File: config.mk
export PLATFORM = sky130hd
export DESIGN_NAME = if_id_reg
export DESIGN_NICKNAME = d
export VERILOG_FILES = /design/src/rtl/if_id_reg_pkg.sv /design/src/rtl/if_id_reg_fetch_exc_check.sv /design/src/rtl/if_id_reg.sv
export SDC_FILE = /design/constraint.sdc
export NUM_CORES = 1
export LEC_CHECK = 0
export ABC_AREA = 0
export ABC_CLOCK_PERIOD_IN_PS = 1800
export CORE_MARGIN = 3
export CORE_UTILIZATION = 35
export CTS_CLUSTER_DIAMETER = 120
export CTS_CLUSTER_SIZE = 14
export DETAILED_ROUTE_END_ITERATION = 7
export PLACE_DENSITY = 0.88
export SYNTH_ARGS = -nofsm -noshare
export SYNTH_HDL_FRONTEND = slang
export SYNTH_SLANG_ARGS = --single-unit
File: constraint.sdc
create_clock -name clk -period 1.8 [get_ports clk]
set_input_delay 0.27 -clock clk [delete_from_list [all_inputs] [get_ports clk]]
set_output_delay 0.27 -clock clk [all_outputs]
set_load 0.01 [all_outputs]
File: src/rtl/if_id_reg_pkg.sv
// Shared address map and exception codes for the fetch/decode/CP0 path.
// No logic of its own; the range check helper is used by F and M stage checkers.
package if_id_reg_pkg;

   localparam logic [31:0] PC_RESET   = 32'h0000_3000;
   localparam logic [31:0] HANDLER_PC = 32'h0000_4180;
   localparam logic [31:0] IM_LO      = 32'h0000_3000;
   localparam logic [31:0] IM_HI      = 32'h0000_6ffc;

   localparam logic [4:0] EXC_INT  = 5'd0;
   localparam logic [4:0] EXC_ADEL = 5'd4;
   localparam logic [4:0] EXC_ADES = 5'd5;
   localparam logic [4:0] EXC_RI   = 5'd10;
   localparam logic [4:0] EXC_OV   = 5'd12;

   function automatic logic addr_out_of_range(input logic [31:0] addr,
                                              input logic [31:0] lo,
                                              input logic [31:0] hi);
      return (addr < lo) || (addr > hi);
   endfunction

endpackage

File: src/rtl/if_id_reg_fetch_exc_check.sv
// Combinational fetch-address checker: flags misaligned or out-of-map word addresses.
// Zero latency, no state; reusable by the M-stage load checker with its own bounds.
module if_id_reg_fetch_exc_check
   import if_id_reg_pkg::*;
#(
   parameter logic [31:0] LO = IM_LO,
   parameter logic [31:0] HI = IM_HI
) (
   input  logic [31:0] addr,
   output logic        exc
);

   assign exc = (addr[1:0] != 2'b00) || addr_out_of_range(addr, LO, HI);

endmodule

File: src/rtl/if_id_reg.sv
// IF/ID pipeline register with AdEL detection, delay-slot tracking and flush bubbles.
// Latency 1 cycle, registered outputs only; Stall holds everything, Req overrides Stall.
module if_id_reg
   import if_id_reg_pkg::*;
(
   input  logic        clk,
   input  logic        reset,
   input  logic        Stall,
   input  logic        Req,
   input  logic        EretFlush,
   input  logic [31:0] F_PC,
   input  logic [31:0] F_Instr,
   input  logic        D_IsBranchJump,
   output logic [31:0] D_PC,
   output logic [31:0] D_Instr,
   output logic [4:0]  D_ExcCode,
   output logic        D_BD,
   output logic        D_Valid
);

   logic f_exc;

   if_id_reg_fetch_exc_check #(
      .LO (IM_LO),
      .HI (IM_HI)
   ) u_fetch_exc_check (
      .addr (F_PC),
      .exc  (f_exc)
   );

   // Req beats Stall so D stays in step with the PC register, which loads
   // the handler address regardless of Stall. A stalled eret stays in D and
   // re-asserts EretFlush once the stall clears.
   always_ff @(posedge clk or posedge reset) begin
      if (reset) begin
         D_PC      <= PC_RESET;
         D_Instr   <= '0;
         D_ExcCode <= '0;
         D_BD      <= 1'b0;
         D_Valid   <= 1'b0;
      end else if (Req) begin
         D_PC      <= HANDLER_PC;
         D_Instr   <= '0;
         D_ExcCode <= '0;
         D_BD      <= 1'b0;
         D_Valid   <= 1'b0;
      end else if (!Stall) begin
         D_PC <= F_PC;
         if (EretFlush) begin
            D_Instr   <= '0;
            D_ExcCode <= '0;
            D_BD      <= 1'b0;
            D_Valid   <= 1'b0;
         end else begin
            // A faulted fetch stays valid so CP0 can take AdEL with EPC = D_PC.
            D_Instr   <= f_exc ? 32'h0 : F_Instr;
            D_ExcCode <= f_exc ? EXC_ADEL : 5'd0;
            D_BD      <= D_IsBranchJump;
            D_Valid   <= 1'b1;
         end
      end
   end

endmodule
==> results of run 1 <==
==> power by group <==
| part | switching [W] | leakage [nW] | internal, W |
|---|---|---|---|
| registers | 0.0000244 | 0.897 | 0.00155 |
| clock network | 0.000577 | 0.117 | 0.000820 |
| logic | 0.000183 | 0.995 | 0.000276 |
==> flip-flops by register name, summed over array words and instances, names as in the netlist <==
name	flops
D_BD	1
D_ExcCode	1
D_Instr	32
D_PC	32
D_Valid	1
==> cell families (layout without fill, tap and decap cells) <==
kind of cell | count (synthesis) | in the layout | share of synthesized area [%]
flops | 67 | 67 | 62.9
simple gates | 47 | 47 | 8.63
compound gates | 39 | 39 | 12.7
mux | 29 | 29 | 10.9
buf+inv | 20 | 167 | 4.74
other cells | 1 | 4 | 0.141
==> layout by cell type (no fill, tap or decap), types with 2 or more instances in the layout <==
cell / Yosys / routed
nor2_1: 29 / 29
a211o_1: 3 / 3
dfstp_2: 2 / 2
nand2_1: 5 / 5
clkinv_2: 0 / 2
mux2i_1: 29 / 29
clkbuf_8: 0 / 10
nor4_1: 4 / 4
conb_1: 1 / 4
clkdlybuf4s50_1: 0 / 135
nor2b_1: 4 / 3
a22o_1: 33 / 33
bufinv_16: 0 / 2
buf_4: 4 / 10
dfrtp_1: 65 / 65
buf_12: 0 / 4
==> worst max-delay path by stage <==
stage	slack, ps	to	depth (start not counted)
global placement	-200	D_Instr[23]	6
floorplan	330	D_Instr[0]	5
finish	110	D_PC[12]	1
detailed placement	-240	D_Instr[8]	6
global route	50	D_Instr[8]	6
CTS	80	D_PC[12]	1
==> through the flow <==
step	instances	hold WS (ps)	area, um2
global placement	436	454	4200
detailed placement	436	457	4200
global route	452	247	4420
floorplan	206	403	2680
CTS	452	229	4420
finish	452	243	4420
==> final cells by class <==
cell class | count | area [um2] | area share, %
Clock buffer | 10 | 138 | 3.11
Timing Repair Buffer | 150 | 1510 | 34.2
Clock inverter | 6 | 87.6 | 1.98
Tap cell | 99 | 124 | 2.80
Multi-Input combinational cell | 119 | 876 | 19.8
Inverter | 1 | 7.51 | 0.170
Sequential cell | 67 | 1680 | 38.0
==> layer usage <==
metal / vias up / part of all wire, % / global-route usage, %
li1: 1009 / - / -
met1: 1075 / 39 / 20.2
met2: 71 / 53 / 30.0
met3: 10 / 6.6 / 4.83
met4: 0 / 1.4 / 6.96
met5: - / 0 / 0
==> qor_table.md, run 1 <==
| Metric | Reported |
|:---|:---|
| FF-to-FF setup slack | 1020 ps |
| Max-cap check violation count | 0 |
| Starting density of the core | 36.4% |
| Final critical-path share of the clock period | 93.7% |
| Crit Path Category | flip-flop to primary output |
| Port Buffers | 136 |
| Number of gates given a new drive strength after cts | 0 |
| Worst EP arrival | 1420 ps |
| Number of instances in the synthesized netlist | 203 |
| Hold Path Class | input pin to flip-flop |
| Dominant cell type by area after synthesis | dfrtp_1 |
| Core footprint | 7330 um2 |
| Number of hold-repair buffers added at the cts stage | 0 |
| Dominant register cell in the synthesized netlist | dfrtp_1 |
| First-pass GRT wire length | 11,700 um |
| Final setup TNS | 0 ps |
| Crit. Startpoint | D_PC[12] |
| Number of synthesized register bits | 67 |
| Insertion delay of the later-clocked pin in the worst-skew pair | 320 ps |
| Final setup violating endpoints | 0 |
| Required time worst endpoint | 1530 ps |
| Beginning of the worst register-to-register path | D_PC[13] |
| Clock tree root buffer cell | clkbuf_8 |
| Unrepaired setup endpoints after global routing | no |
| Count of boundary I/O pins | 141 |
| Status | finished, final reports clean |
| Total standard cell area after synthesis | 2670 um2 |
| Worst path cell trace | clkdlybuf4s50_1 |
| Critical Path Start Type | flip-flop |
| Critical path fanouts, max | 2 |
| Final hold violations | 0 |
| DIE AREA | 8700 um2 |
| Total global routing overflow | 0 |
| Sequential fraction of the synthesis area | 62.9% |
| CTS max path bufs | 2 |
| Reported leakage power | 2.01 nW |
| Place WS | -242 ps |
| CTS tree | done |
| Fill cell instance count of the final layout | 580 |
| Power consumption | 0.00343 W |
| Top delay family on crit path | buffers and inverters |
| Half-perimeter wire length after detailed placement | 5410 um |
| Post-Route Skew | 0 ps |
| Final weighted congestion in routability-driven placement | 0.689 |
| Pin count of the biggest net entering global routing | 36 |
| Area Growth Syn to Fin | 65.8% |
| Initial antenna violation count | 0 |
| Setup Buffers After CTS | 0 |
| DIE WIDTH | 93.3 um |
| Cell variety after synth | 23 |
| Register-to-Register Path Depth | 2 |
| Power per Cell Area | 776 nW/um2 |
| Share of the synthesized area in the top cell type | 61.0% |
| H-tree depth | 3 |
| Most instantiated cells after synthesis | dfrtp_1, a22o_1, mux2i_1, nor2_1, clkbuf_1 |
| End point of the worst hold path | D_Valid |
| Worst path slowest cell | clkdlybuf4s50_1 |
| Top cells by area, synth | dfrtp_1, mux2i_1, a22o_1 |
| Global-route usage over all layers | 17.3% |
| Clock transition at the registers of the reported paths | 70 ps |
| Stage delay of the slowest cell on the critical path | 560 ps |
| Peak VDD IR | 0.000486 V |
| Drt initial violations | 65 |
| Worst min-delay path startpoint | Stall |
| Number of remaining DRC errors | 0 |
| Count of buffer and inverter cells on the critical path | 1 |
| Core occupancy in the finished layout | 60.3% |
| Via count of the first global-routing pass | 2,368 |
| Routed via count | 2,165 |
| Number of instances on the worst hold path | 3 |
| Ratio of cells with drive above 1 in the final layout | 10.5% |
| Peak Freq | 0.593 GHz |
| NumNets Final | 418 |
| Clock buffers created by TritonCTS | 9 |
| Row count | 31 |
| Number of diodes added for antenna fixing | 0 |
| Detailed-routing iteration count for the pre-antenna-repair pass | 4 |
| Synthesis Warnings | 0 |
| Setup slack after layout | 113 ps |
| Chip Height | 93.3 um |
| Endpoint type of the worst setup path | primary output |
| Avg Inst Size Synth | 13.1 um2 |
| Drt wl/cell | 15.8 um |
| Number of vias per cell after detailed routing | 4.79 |
| Worst reg2reg path endpoint | D_PC[13] |
| Most used standard cell by instance count after synthesis | dfrtp_1 |
| Tmin final | 1690 ps |
| Antenna Violating Nets Remaining | 0 |
| FFs w/ async S/R, synth | 100% |
| Routed WL | 7140 um |
| Clock sink count | 67 |
| Count of pins over their slew limit | 0 |
| EDFF count, synth | 0 |
No activity file was read; power rests on OpenSTA's default activity.
==> inputs of run 2 (changes only) <==
- MAX_ROUTING_LAYER: not set -> met4
==> run 2 against run 1 <==
First-iteration DRC count increased by 12%. Global-route usage increased by 0.53 points. Via count decreased by 0.18%. Critical path depth unchanged. Count of clock-buffer cells in the layout unchanged. Critical endpoint is now D_PC[13].
==> qor_table.md, run 2 (same netlist as run 1, synthesis figures left out) <==
| Metric | Reported |
|:---|:---|
| Status | finished, final reports clean |
| First-pass GRT wire length | 11,700 um |
| Count of pins over their slew limit | 0 |
| Number of hold-repair buffers added at the cts stage | 0 |
| Port Buffers | 136 |
| Max-cap check violation count | 0 |
| Starting density of the core | 36.4% |
| Row count | 31 |
| Global-route usage over all layers | 17.9% |
| Worst path cell trace | clkdlybuf4s50_1 |
| Via count of the first global-routing pass | 2,374 |
| Chip Height | 93.3 um |
| Power consumption | 0.00344 W |
| Ratio of cells with drive above 1 in the final layout | 10.5% |
| Final hold violations | 0 |
| Total global routing overflow | 0 |
| Antenna Violating Nets Remaining | 0 |
| Worst EP arrival | 1420 ps |
| Number of remaining DRC errors | 0 |
| Met2 layer wire length in the routed design | 3820 um |
| Top delay family on crit path | buffers and inverters |
| Wire length on met3 | 392 um |
| Critical Path Start Type | flip-flop |
| Detailed-routing iteration count for the pre-antenna-repair pass | 4 |
| H-tree depth | 3 |
| Number of vias per cell after detailed routing | 4.78 |
| Crit Path Category | flip-flop to primary output |
| Count of boundary I/O pins | 141 |
| Count of buffer and inverter cells on the critical path | 1 |
| Highest Signal Layer | met4 |
| Half-perimeter wire length after detailed placement | 5410 um |
| Hold Path Class | input pin to flip-flop |
| NumNets Final | 418 |
| Unrepaired setup endpoints after global routing | no |
| Routed WL | 7150 um |
| Required time worst endpoint | 1530 ps |
| Setup Buffers After CTS | 0 |
| Initial antenna violation count | 0 |
| Core occupancy in the finished layout | 60.3% |
| Peak VDD IR | 0.000488 V |
| Final standard cell count with taps included and fillers excluded | 452 |
| Tmin final | 1690 ps |
| Drt initial violations | 73 |
| Clock tree root buffer cell | clkbuf_8 |
| Pin count of the biggest net entering global routing | 36 |
| Area Growth Syn to Fin | 65.8% |
| Placed Instances | 436 |
| Number of diodes added for antenna fixing | 0 |
| Post-placement cell area | 4200 um2 |
| Power per Cell Area | 777 nW/um2 |
| Peak Freq | 0.592 GHz |
| Detailed-routing wirelength on met1 | 2840 um |
| Largest regs | D_Instr x32, D_PC x32 |
| Leading cell types in the layout, fill and taps excluded | clkdlybuf4s50_1, dfrtp_1, a22o_1 |
| Routed via count | 2,161 |
| Endpoint type of the worst setup path | primary output |
| CTS max path bufs | 2 |
| Final weighted congestion in routability-driven placement | 0.696 |
| Number of gates given a new drive strength after cts | 0 |
| Worst path slowest cell | clkdlybuf4s50_1 |
| Post-Route Skew | 0 ps |
| Stage delay of the slowest cell on the critical path | 550 ps |
| Drt wl/cell | 15.8 um |
| Clock sink count | 67 |
| Clock transition at the registers of the reported paths | 70 ps |
| Core footprint | 7330 um2 |
| Commonest non-fill, non-tap cell in the layout | clkdlybuf4s50_1 |
| Final setup violating endpoints | 0 |
| DIE WIDTH | 93.3 um |
| Post-route standard cell area excluding fillers | 4420 um2 |
| CTS tree | done |
| Critical path fanouts, max | 2 |
| Insertion delay of the later-clocked pin in the worst-skew pair | 330 ps |
| Clock buffers created by TritonCTS | 9 |
| Final setup TNS | 0 ps |
| Reported leakage power | 2.01 nW |
| DIE AREA | 8700 um2 |
| Final critical-path share of the clock period | 93.9% |
==> run 2: metrics by stage <==
step	setup slack, ps	hold slack [ps]
floorplan	326	403
global placement	-202	454
detailed placement	-242	457
CTS	83.0	229
global route	49.5	244
finish	110	243
==> run 2: worst paths after layout <==
| check | from | endpoint | slack [ps] | depth (start not counted) |
|---|---|---|---|---|
| max | D_PC[13] | D_PC[13] | 110 | 1 |
| min | Stall | D_Valid | 240 | 3 |
| max reg2reg | D_PC[13] | D_PC[13] | 1020 | 2 |
| min reg2reg | D_ExcCode[2] | D_ExcCode[2] | 470 | 2 |
| max in group asynchronous | reset | D_PC[13] | 1010 | 3 |
| min in group asynchronous | reset | D_PC[25] | 270 | 2 |
==> run 2: area by class of cell <==
| type | instances | area, um2 |
|---|---|---|
| Tap cell | 99 | 124 |
| Clock buffer | 10 | 138 |
| Inverter | 1 | 7.51 |
| Clock inverter | 6 | 87.6 |
| Timing Repair Buffer | 150 | 1510 |
| Multi-Input combinational cell | 119 | 876 |
| Sequential cell | 67 | 1680 |
| Fill cell | 580 | 2910 |
==> run 2: report_power, final <==
part           internal (W)  total, W  switching (W)
Clock              0.000820   0.00140       0.000581
Combinational      0.000276  0.000459       0.000183
Sequential          0.00155   0.00158      0.0000246
==> run 2: layer usage <==
| layer | track usage [%] | vias up |
|---|---|---|
| met5 | - | - |
| met2 | 30.1 | 73 |
| met4 | 6.96 | 0 |
| met3 | 3.94 | 10 |
| met1 | 20.8 | 1066 |
| li1 | - | 1012 |
==> run 2: tightest hold or removal path: stages <==
cell and delay [ps]:
buf_2 90, or3_4 130, nand2_1 40
